[config.mk]
export PLATFORM = sky130hd
export DESIGN_NAME = sb_tx_msg_arbiter_flat
export DESIGN_NICKNAME = d
export VERILOG_FILES = /design/src/rtl/sb_tx_msg_arbiter_if.sv /design/src/rtl/sb_tx_msg_arbiter.sv /design/src/flat_wrapper.sv
export SDC_FILE = /design/constraint.sdc
export NUM_CORES = 1
export LEC_CHECK = 0
export ABC_AREA = 1
export CORE_UTILIZATION = 50
export DETAILED_ROUTE_END_ITERATION = 10
export PLACE_DENSITY_LB_ADDON = 0.08
export SYNTH_ARGS = -nofsm -noshare
export SYNTH_HDL_FRONTEND = slang
export SYNTH_SLANG_ARGS = --single-unit
[constraint.sdc]
create_clock -name i_clk -period 3.5 [get_ports i_clk]
set_input_delay 0.35 -clock i_clk [delete_from_list [all_inputs] [get_ports i_clk]]
set_output_delay 0.35 -clock i_clk [all_outputs]
set_load 0.02 [all_outputs]
[src/rtl/sb_tx_msg_arbiter_if.sv]
// Bundle of requester-side and serializer-side signals of the sideband TX arbiter.
// The master modport is the arbiter's view. The slave modport is the environment's view.
interface sb_tx_msg_arbiter_if #(
    parameter int SB_MSG_WIDTH = 4,
    parameter int NUM_REQ      = 4
);
    localparam int SRC_W = (NUM_REQ > 1) ? $clog2(NUM_REQ) : 1;

    logic [NUM_REQ-1:0]              i_req_valid;
    logic [NUM_REQ*SB_MSG_WIDTH-1:0] i_req_msg;
    logic                            i_sb_busy;
    logic                            o_sb_valid;
    logic [SB_MSG_WIDTH-1:0]         o_sb_msg;
    logic [SRC_W-1:0]                o_sb_src;
    logic [NUM_REQ-1:0]              o_grant;
    logic [NUM_REQ-1:0]              o_done;
    logic                            o_timeout;

    modport master (
        input  i_req_valid, i_req_msg, i_sb_busy,
        output o_sb_valid, o_sb_msg, o_sb_src, o_grant, o_done, o_timeout
    );

    modport slave (
        output i_req_valid, i_req_msg, i_sb_busy,
        input  o_sb_valid, o_sb_msg, o_sb_src, o_grant, o_done, o_timeout
    );
endinterface

[src/rtl/sb_tx_msg_arbiter.sv]
// Round-robin arbiter that serialises LTSM sideband message requests onto one serializer.
// Valid/busy handshake, an acceptance timeout and a one-cycle completion pulse go back to the winner.
module sb_tx_msg_arbiter #(
    parameter int SB_MSG_WIDTH = 4,
    parameter int NUM_REQ      = 4,
    parameter int ACK_TIMEOUT  = 15
) (
    input  logic                  i_clk,
    input  logic                  i_rst,
    sb_tx_msg_arbiter_if.master   io_bus
);
    localparam int SRC_W = (NUM_REQ > 1) ? $clog2(NUM_REQ) : 1;
    localparam int CNT_W = $clog2(ACK_TIMEOUT + 1);

    typedef enum logic [1:0] {
        ST_IDLE      = 2'd0,
        ST_ISSUE     = 2'd1,
        ST_WAIT_DONE = 2'd2,
        ST_RELEASE   = 2'd3
    } state_t;

    state_t                  r_state;
    logic [SRC_W-1:0]        r_ptr;
    logic [CNT_W-1:0]        r_cnt;
    logic                    r_sb_valid;
    logic [SB_MSG_WIDTH-1:0] r_sb_msg;
    logic [SRC_W-1:0]        r_sb_src;
    logic [NUM_REQ-1:0]      r_grant;
    logic [NUM_REQ-1:0]      r_done;
    logic                    r_timeout;

    logic                    w_win_found;
    logic [SRC_W-1:0]        w_win_idx;
    logic [SB_MSG_WIDTH-1:0] w_win_msg;
    logic [SRC_W-1:0]        w_next_ptr;

    function automatic logic [NUM_REQ-1:0] f_onehot(input logic [SRC_W-1:0] idx);
        logic [NUM_REQ-1:0] v_vec;
        v_vec      = '0;
        v_vec[idx] = 1'b1;
        return v_vec;
    endfunction

    // Winner search: scan offsets from highest to lowest so the closest set bit at/after r_ptr wins.
    always_comb begin
        logic [SRC_W:0] v_sum;
        logic [SRC_W:0] v_cand;
        v_sum       = '0;
        v_cand      = '0;
        w_win_found = 1'b0;
        w_win_idx   = '0;
        for (int i = NUM_REQ - 1; i >= 0; i--) begin
            v_sum = {1'b0, r_ptr} + (SRC_W+1)'(i);
            if (v_sum >= (SRC_W+1)'(NUM_REQ)) begin
                v_cand = v_sum - (SRC_W+1)'(NUM_REQ);
            end else begin
                v_cand = v_sum;
            end
            if (io_bus.i_req_valid[v_cand[SRC_W-1:0]]) begin
                w_win_found = 1'b1;
                w_win_idx   = v_cand[SRC_W-1:0];
            end else begin
                w_win_found = w_win_found;
            end
        end
    end

    assign w_win_msg  = io_bus.i_req_msg[int'(w_win_idx)*SB_MSG_WIDTH +: SB_MSG_WIDTH];
    assign w_next_ptr = (r_sb_src == SRC_W'(NUM_REQ - 1)) ? SRC_W'(0) : r_sb_src + SRC_W'(1);

    // Transaction sequencer with all outputs registered.
    always_ff @(posedge i_clk) begin
        if (i_rst) begin
            r_state    <= ST_IDLE;
            r_ptr      <= '0;
            r_cnt      <= '0;
            r_sb_valid <= 1'b0;
            r_sb_msg   <= '0;
            r_sb_src   <= '0;
            r_grant    <= '0;
            r_done     <= '0;
            r_timeout  <= 1'b0;
        end else begin
            case (r_state)
                ST_IDLE: begin
                    // A busy serializer is owned by someone else: never grant into it.
                    if (!io_bus.i_sb_busy && w_win_found) begin
                        r_state    <= ST_ISSUE;
                        r_sb_msg   <= w_win_msg;
                        r_sb_src   <= w_win_idx;
                        r_grant    <= f_onehot(w_win_idx);
                        r_sb_valid <= 1'b1;
                        r_cnt      <= '0;
                    end
                end
                ST_ISSUE: begin
                    if (io_bus.i_sb_busy) begin
                        r_state    <= ST_WAIT_DONE;
                        r_sb_valid <= 1'b0;
                    end else if (r_cnt == CNT_W'(ACK_TIMEOUT - 1)) begin
                        r_state    <= ST_RELEASE;
                        r_sb_valid <= 1'b0;
                        r_grant    <= '0;
                        r_done     <= f_onehot(r_sb_src);
                        r_timeout  <= 1'b1;
                    end else begin
                        r_cnt <= r_cnt + CNT_W'(1);
                    end
                end
                ST_WAIT_DONE: begin
                    if (!io_bus.i_sb_busy) begin
                        r_state <= ST_RELEASE;
                        r_grant <= '0;
                        r_done  <= f_onehot(r_sb_src);
                    end
                end
                ST_RELEASE: begin
                    // No arbitration here, so the winner's still-high valid cannot re-grant.
                    r_state   <= ST_IDLE;
                    r_done    <= '0;
                    r_timeout <= 1'b0;
                    r_ptr     <= w_next_ptr;
                end
                default: begin
                    r_state    <= ST_IDLE;
                    r_sb_valid <= 1'b0;
                    r_grant    <= '0;
                    r_done     <= '0;
                    r_timeout  <= 1'b0;
                end
            endcase
        end
    end

    assign io_bus.o_sb_valid = r_sb_valid;
    assign io_bus.o_sb_msg   = r_sb_msg;
    assign io_bus.o_sb_src   = r_sb_src;
    assign io_bus.o_grant    = r_grant;
    assign io_bus.o_done     = r_done;
    assign io_bus.o_timeout  = r_timeout;
endmodule

[src/flat_wrapper.sv]
// flat-port wrapper written by rule: the top's interface ports become plain ports
module sb_tx_msg_arbiter_flat 
#(
    parameter int SB_MSG_WIDTH = 4,
    parameter int NUM_REQ      = 4,
    parameter int ACK_TIMEOUT  = 15
)
  (i_clk, i_rst, io_bus_i_req_valid, io_bus_i_req_msg, io_bus_i_sb_busy, io_bus_o_sb_valid, io_bus_o_sb_msg, io_bus_o_sb_src, io_bus_o_grant, io_bus_o_done, io_bus_o_timeout);
  sb_tx_msg_arbiter_if #(.SB_MSG_WIDTH(SB_MSG_WIDTH), .NUM_REQ(NUM_REQ)) io_bus_i ();
  input  logic i_clk;
  input  logic i_rst;
  input wire logic [$bits(io_bus_i.i_req_valid)-1:0] io_bus_i_req_valid;
  input wire logic [$bits(io_bus_i.i_req_msg)-1:0] io_bus_i_req_msg;
  input wire logic [$bits(io_bus_i.i_sb_busy)-1:0] io_bus_i_sb_busy;
  output wire logic [$bits(io_bus_i.o_sb_valid)-1:0] io_bus_o_sb_valid;
  output wire logic [$bits(io_bus_i.o_sb_msg)-1:0] io_bus_o_sb_msg;
  output wire logic [$bits(io_bus_i.o_sb_src)-1:0] io_bus_o_sb_src;
  output wire logic [$bits(io_bus_i.o_grant)-1:0] io_bus_o_grant;
  output wire logic [$bits(io_bus_i.o_done)-1:0] io_bus_o_done;
  output wire logic [$bits(io_bus_i.o_timeout)-1:0] io_bus_o_timeout;
  assign io_bus_i.i_req_valid = io_bus_i_req_valid;
  assign io_bus_i.i_req_msg = io_bus_i_req_msg;
  assign io_bus_i.i_sb_busy = io_bus_i_sb_busy;
  assign io_bus_o_sb_valid = io_bus_i.o_sb_valid;
  assign io_bus_o_sb_msg = io_bus_i.o_sb_msg;
  assign io_bus_o_sb_src = io_bus_i.o_sb_src;
  assign io_bus_o_grant = io_bus_i.o_grant;
  assign io_bus_o_done = io_bus_i.o_done;
  assign io_bus_o_timeout = io_bus_i.o_timeout;
  sb_tx_msg_arbiter #(.SB_MSG_WIDTH(SB_MSG_WIDTH), .NUM_REQ(NUM_REQ), .ACK_TIMEOUT(ACK_TIMEOUT)) u_core (.i_clk(i_clk), .i_rst(i_rst), .io_bus(io_bus_i));
endmodule
==> metrics.txt <==
# TYPE chip_impl_metric gauge
chip_impl_metric{name="area_delta_synth_final",unit="%"} 28.8
chip_impl_metric{name="dpl.hpwl",unit="um"} 2500
chip_impl_info{name="most-common-layout-cells",value="sky130_fd_sc_hd__nand2_1 (62), sky130_fd_sc_hd__clkdlybuf4s50_1 (38), sky130_fd_sc_hd__nand3_1 (31)"} 1
chip_impl_metric{name="n_fill_cell",unit=""} 273
chip_impl_metric{name="synth.top_cell.area_share",unit="%"} 30.4
chip_impl_metric{name="num-nets-final",unit=""} 306
chip_impl_metric{name="max_freq",unit="MHz"} 502
chip_impl_metric{name="cpPeakStageDelay",unit="ns"} 0.59
chip_impl_metric{name="die_area",unit="sq mm"} 0.00339
chip_impl_metric{name="cts_setup_buffers",unit=""} 0
chip_impl_info{name="worstSetupStartpointType",value="register"} 1
chip_impl_metric{name="port_buffers",unit=""} 38
chip_impl_metric{name="final.period_utilization",unit="%"} 56.9
chip_impl_metric{name="via_count",unit=""} 1542
chip_impl_metric{name="avgViaCountPerCell",unit=""} 4.90
chip_impl_metric{name="met2RoutedLength",unit="um"} 1460
chip_impl_metric{name="drtAntennaViolNets",unit=""} 0
chip_impl_metric{name="routed_wl",unit="um"} 3270
chip_impl_metric{name="yosysUniqueCellTypes",unit=""} 28
chip_impl_metric{name="r2r.worst_path.cells",unit=""} 13
chip_impl_metric{name="post_cts_hold_buffer_count",unit=""} 0
chip_impl_metric{name="setup_tns",unit="ns"} 0
chip_impl_info{name="clk_root_buffer_cell",value="sky130_fd_sc_hd__clkbuf_4"} 1
chip_impl_metric{name="grt_antenna_before_repair",unit=""} 0
chip_impl_metric{name="hold_viol_final",unit=""} 0
chip_impl_info{name="critPathKind",value="reg -> reg"} 1
chip_impl_metric{name="antennaDiodeCount",unit=""} 0
chip_impl_metric{name="drc",unit=""} 0
chip_impl_metric{name="grt_first_pass_wirelength",unit="um"} 5570
chip_impl_metric{name="setup-violations-final",unit=""} 0
chip_impl_info{name="tritoncts",value="done"} 1
chip_impl_metric{name="overflow",unit=""} 0
chip_impl_info{name="outcome",value="finished, final reports clean"} 1
chip_impl_info{name="cp_slowest_cell",value="sky130_fd_sc_hd__dfxtp_1"} 1
chip_impl_metric{name="timing.final.crit_period",unit="ns"} 1.99
chip_impl_metric{name="worst_ep_required_time",unit="ns"} 3.72
chip_impl_metric{name="worst-path-max-fanout",unit=""} 13
chip_impl_metric{name="grt_max_degree",unit=""} 16
chip_impl_info{name="min_delay_worst_endpoint",value="u_core.io_bus.o_sb_valid$_SDFFE_PP0P_"} 1
chip_impl_info{name="synth_top_cells_by_area",value="sky130_fd_sc_hd__dfxtp_1 (30%), sky130_fd_sc_hd__nand2_1 (15%), sky130_fd_sc_hd__nand3_1 (9.8%)"} 1
chip_impl_metric{name="clk_latency",unit="ns"} 0.32
chip_impl_metric{name="drt_pre_antenna_iters",unit=""} 4
chip_impl_metric{name="mappedNetlistArea",unit="sq mm"} 0.00158
chip_impl_info{name="regToRegStartpoint",value="u_core.r_ptr[0]$_SDFFE_PP0P_"} 1
chip_impl_metric{name="yosys_register_bits",unit=""} 24
chip_impl_metric{name="cts.repair.resized",unit=""} 0
chip_impl_info{name="rsz0062_at_grt",value="false"} 1
chip_impl_info{name="critical_path.endpoint_type",value="register"} 1
chip_impl_metric{name="initial_core_util",unit="%"} 52.1
chip_impl_metric{name="clkTransAtPathRegs",unit="ns"} 0.14
chip_impl_metric{name="powerDensity",unit="mW/mm^2"} 723
chip_impl_metric{name="io_pins",unit=""} 39
chip_impl_metric{name="die_h",unit="um"} 58.2
chip_impl_metric{name="synth-seq-area-share",unit="%"} 30.4
chip_impl_metric{name="min_delay_path_depth",unit=""} 2
chip_impl_metric{name="power.leakage",unit="nW"} 0.883
chip_impl_metric{name="cap_viol_max_count",unit=""} 0
chip_impl_info{name="min_path_type",value="reg -> reg"} 1
chip_impl_metric{name="wl_per_cell",unit="um"} 10.4
chip_impl_info{name="dr.max_layer_used",value="met4"} 1
chip_impl_metric{name="final_layout_size_suffix_gt1_share",unit="%"} 11.4
chip_impl_metric{name="row_count",unit=""} 20
chip_impl_info{name="leading_cell_type_in_the_layout_fill_and_taps_excluded",value="sky130_fd_sc_hd__nand2_1"} 1
chip_impl_metric{name="largest_vdd_supply_drop",unit="mV"} 0.342
chip_impl_metric{name="worst_reg2reg_setup_slack",unit="ns"} 1.51
chip_impl_metric{name="clock-sinks",unit=""} 24
chip_impl_metric{name="relSlewSlack",unit="%"} 62.9
chip_impl_metric{name="timing.clock.skew",unit="ns"} 0.0115
chip_impl_metric{name="fin_worst_hold_slack",unit="ns"} 0.469
chip_impl_info{name="synthDominantAreaCellType",value="sky130_fd_sc_hd__dfxtp_1"} 1
chip_impl_metric{name="initialDrtViolationCount",unit=""} 85
chip_impl_metric{name="synth.net_count",unit=""} 267
chip_impl_metric{name="timing.final.ws_setup",unit="ns"} 1.51
chip_impl_metric{name="max_slew.worst_pin.slew",unit="ns"} 0.555
chip_impl_metric{name="place_congestion",unit=""} 0.854
chip_impl_metric{name="dpl_worst_slack",unit="ns"} 1.25
chip_impl_metric{name="die_x",unit="um"} 58.2
chip_impl_metric{name="final_max_slew_viol_count",unit=""} 0
chip_impl_metric{name="grt_use_total",unit="%"} 20.7
chip_impl_metric{name="post_synth.cell_area_avg",unit="sq um"} 6.78
chip_impl_metric{name="grt_pass1_vias",unit=""} 1332
chip_impl_metric{name="arr_time_crit_path",unit="ns"} 2.21
chip_impl_metric{name="wl_met3",unit="um"} 104
chip_impl_info{name="cp_cell_sequence",value="nand2_1, o21ai_1, nand2_1, nand2_2, inv_2, nand2_1, nand2_2, nand2_2, inv_1, nand3_1, nand3_1, nor2_1, nor2_1"} 1
chip_impl_info{name="worst_hold_startpoint",value="u_core.io_bus.o_sb_valid$_SDFFE_PP0P_"} 1
chip_impl_metric{name="wl_met1",unit="um"} 1680
chip_impl_metric{name="clock_path_buffers",unit=""} 2
chip_impl_metric{name="synthCells",unit=""} 233
chip_impl_metric{name="fp.coreArea",unit="sq mm"} 0.00303
chip_impl_metric{name="yosysWarningCount",unit=""} 0
chip_impl_metric{name="cts_max_level",unit=""} 1
chip_impl_info{name="reg2reg_to",value="u_core.io_bus.o_sb_msg[2]$_SDFFE_PP0P_"} 1
chip_impl_metric{name="cts_buffers",unit=""} 3
per-stage QoR:
step / instance area [sq um] / cells / total power [W] / utilization (%)
floorplan: 1580 / 233 / 0.00106 / -
global placement: 1980 / 311 / 0.00127 / 65.4
detailed placement: 1980 / 311 / 0.00127 / 65.4
CTS: 2030 / 315 / 0.00148 / 67.1
global route: 2030 / 315 / 0.00160 / 67.1
finish: 2030 / 315 / 0.00147 / 67.1
cells in the mapped netlist, drive strengths merged:
| cell type | n |
|---|---|
| o211ai | 1 |
| a22oi | 1 |
| dfxtp | 24 |
| nand3 | 31 |
| o211a | 1 |
| ha | 11 |
| inv | 24 |
| nand2 | 77 |
| o21ai | 11 |
| o21a | 2 |
| and2 | 1 |
| clkbuf | 1 |
| a311oi | 1 |
| buf | 3 |
| xor2 | 1 |
| a21oi | 20 |
| nor2 | 22 |
| xnor2 | 1 |
final cells by class:
type / count / area (sq um) / area share [%]
Inverter: 24 / 95.1 / 4.68
Clock buffer: 3 / 22.5 / 1.11
Timing Repair Buffer: 38 / 380 / 18.7
Sequential cell: 24 / 480 / 23.6
Multi-Input combinational cell: 181 / 970 / 47.7
Tap cell: 44 / 55.1 / 2.71
Clock inverter: 1 / 30.0 / 1.48
layer usage:
metal,vias to the layer above,global-route usage (%)
li1,830,-
met1,677,27.7
met2,31,34.0
met3,4,2.46
met4,0,8.16
met5,-,0
sequential cells by signal, summed over array words and instances, names as in the netlist:
signal / count
u_core.io_bus.o_sb_src: 2
u_core.io_bus.o_done: 4
u_core.r_state: 2
u_core.r_cnt: 4
u_core.io_bus.o_sb_valid: 1
u_core.io_bus.o_sb_msg: 4
u_core.io_bus.o_grant: 4
u_core.io_bus.o_timeout: 1
u_core.r_ptr: 2
cells by family (layout without fill, tap and decap cells):
group                    after synthesis  in the layout  share of synthesized area (%)
AND/OR/NAND/NOR                      131            131                           37.2
adder cells (fa/ha/maj)               11             11                           8.72
buffers and inverters                 28             66                           8.16
AO/OA/AOI/OAI                         37             37                           14.3
XOR/XNOR                               2              2                           1.11
flip-flops                            24             24                           30.4
power by group:
group / leakage, nW / internal [W] / switching [W]
Clock: 0.0279 / 0.000116 / 0.0000846
Sequential: 0.196 / 0.000342 / 0.0000614
Combinational: 0.659 / 0.000332 / 0.000533
how the worst max path moves through the flow:
stage                                 startpoint                                     end  slack [ns]  depth (start not counted)
global route        u_core.r_ptr[0]$_SDFFE_PP0P_  u_core.io_bus.o_sb_msg[2]$_SDFFE_PP0P_        1.30                         13
global placement           io_bus_i_req_valid[0]  u_core.io_bus.o_sb_msg[1]$_SDFFE_PP0P_        1.24                         14
finish              u_core.r_ptr[0]$_SDFFE_PP0P_  u_core.io_bus.o_sb_msg[2]$_SDFFE_PP0P_        1.51                         13
CTS                 u_core.r_ptr[0]$_SDFFE_PP0P_  u_core.io_bus.o_sb_msg[2]$_SDFFE_PP0P_        1.51                         13
floorplan           u_core.r_ptr[0]$_SDFFE_PP0P_   u_core.io_bus.o_grant[0]$_SDFFE_PP0P_        1.92                         15
detailed placement         io_bus_i_req_valid[0]  u_core.io_bus.o_sb_msg[2]$_SDFFE_PP0P_        1.25                         14
critical path: cells and delay by family (launching register included):
family / cells / cell delay [ns]
flip-flops: 1 / 0.59
AND/OR/NAND/NOR: 10 / 0.96
buffers and inverters: 2 / 0.20
AO/OA/AOI/OAI: 1 / 0.13
(Power assumes the default switching activity.)
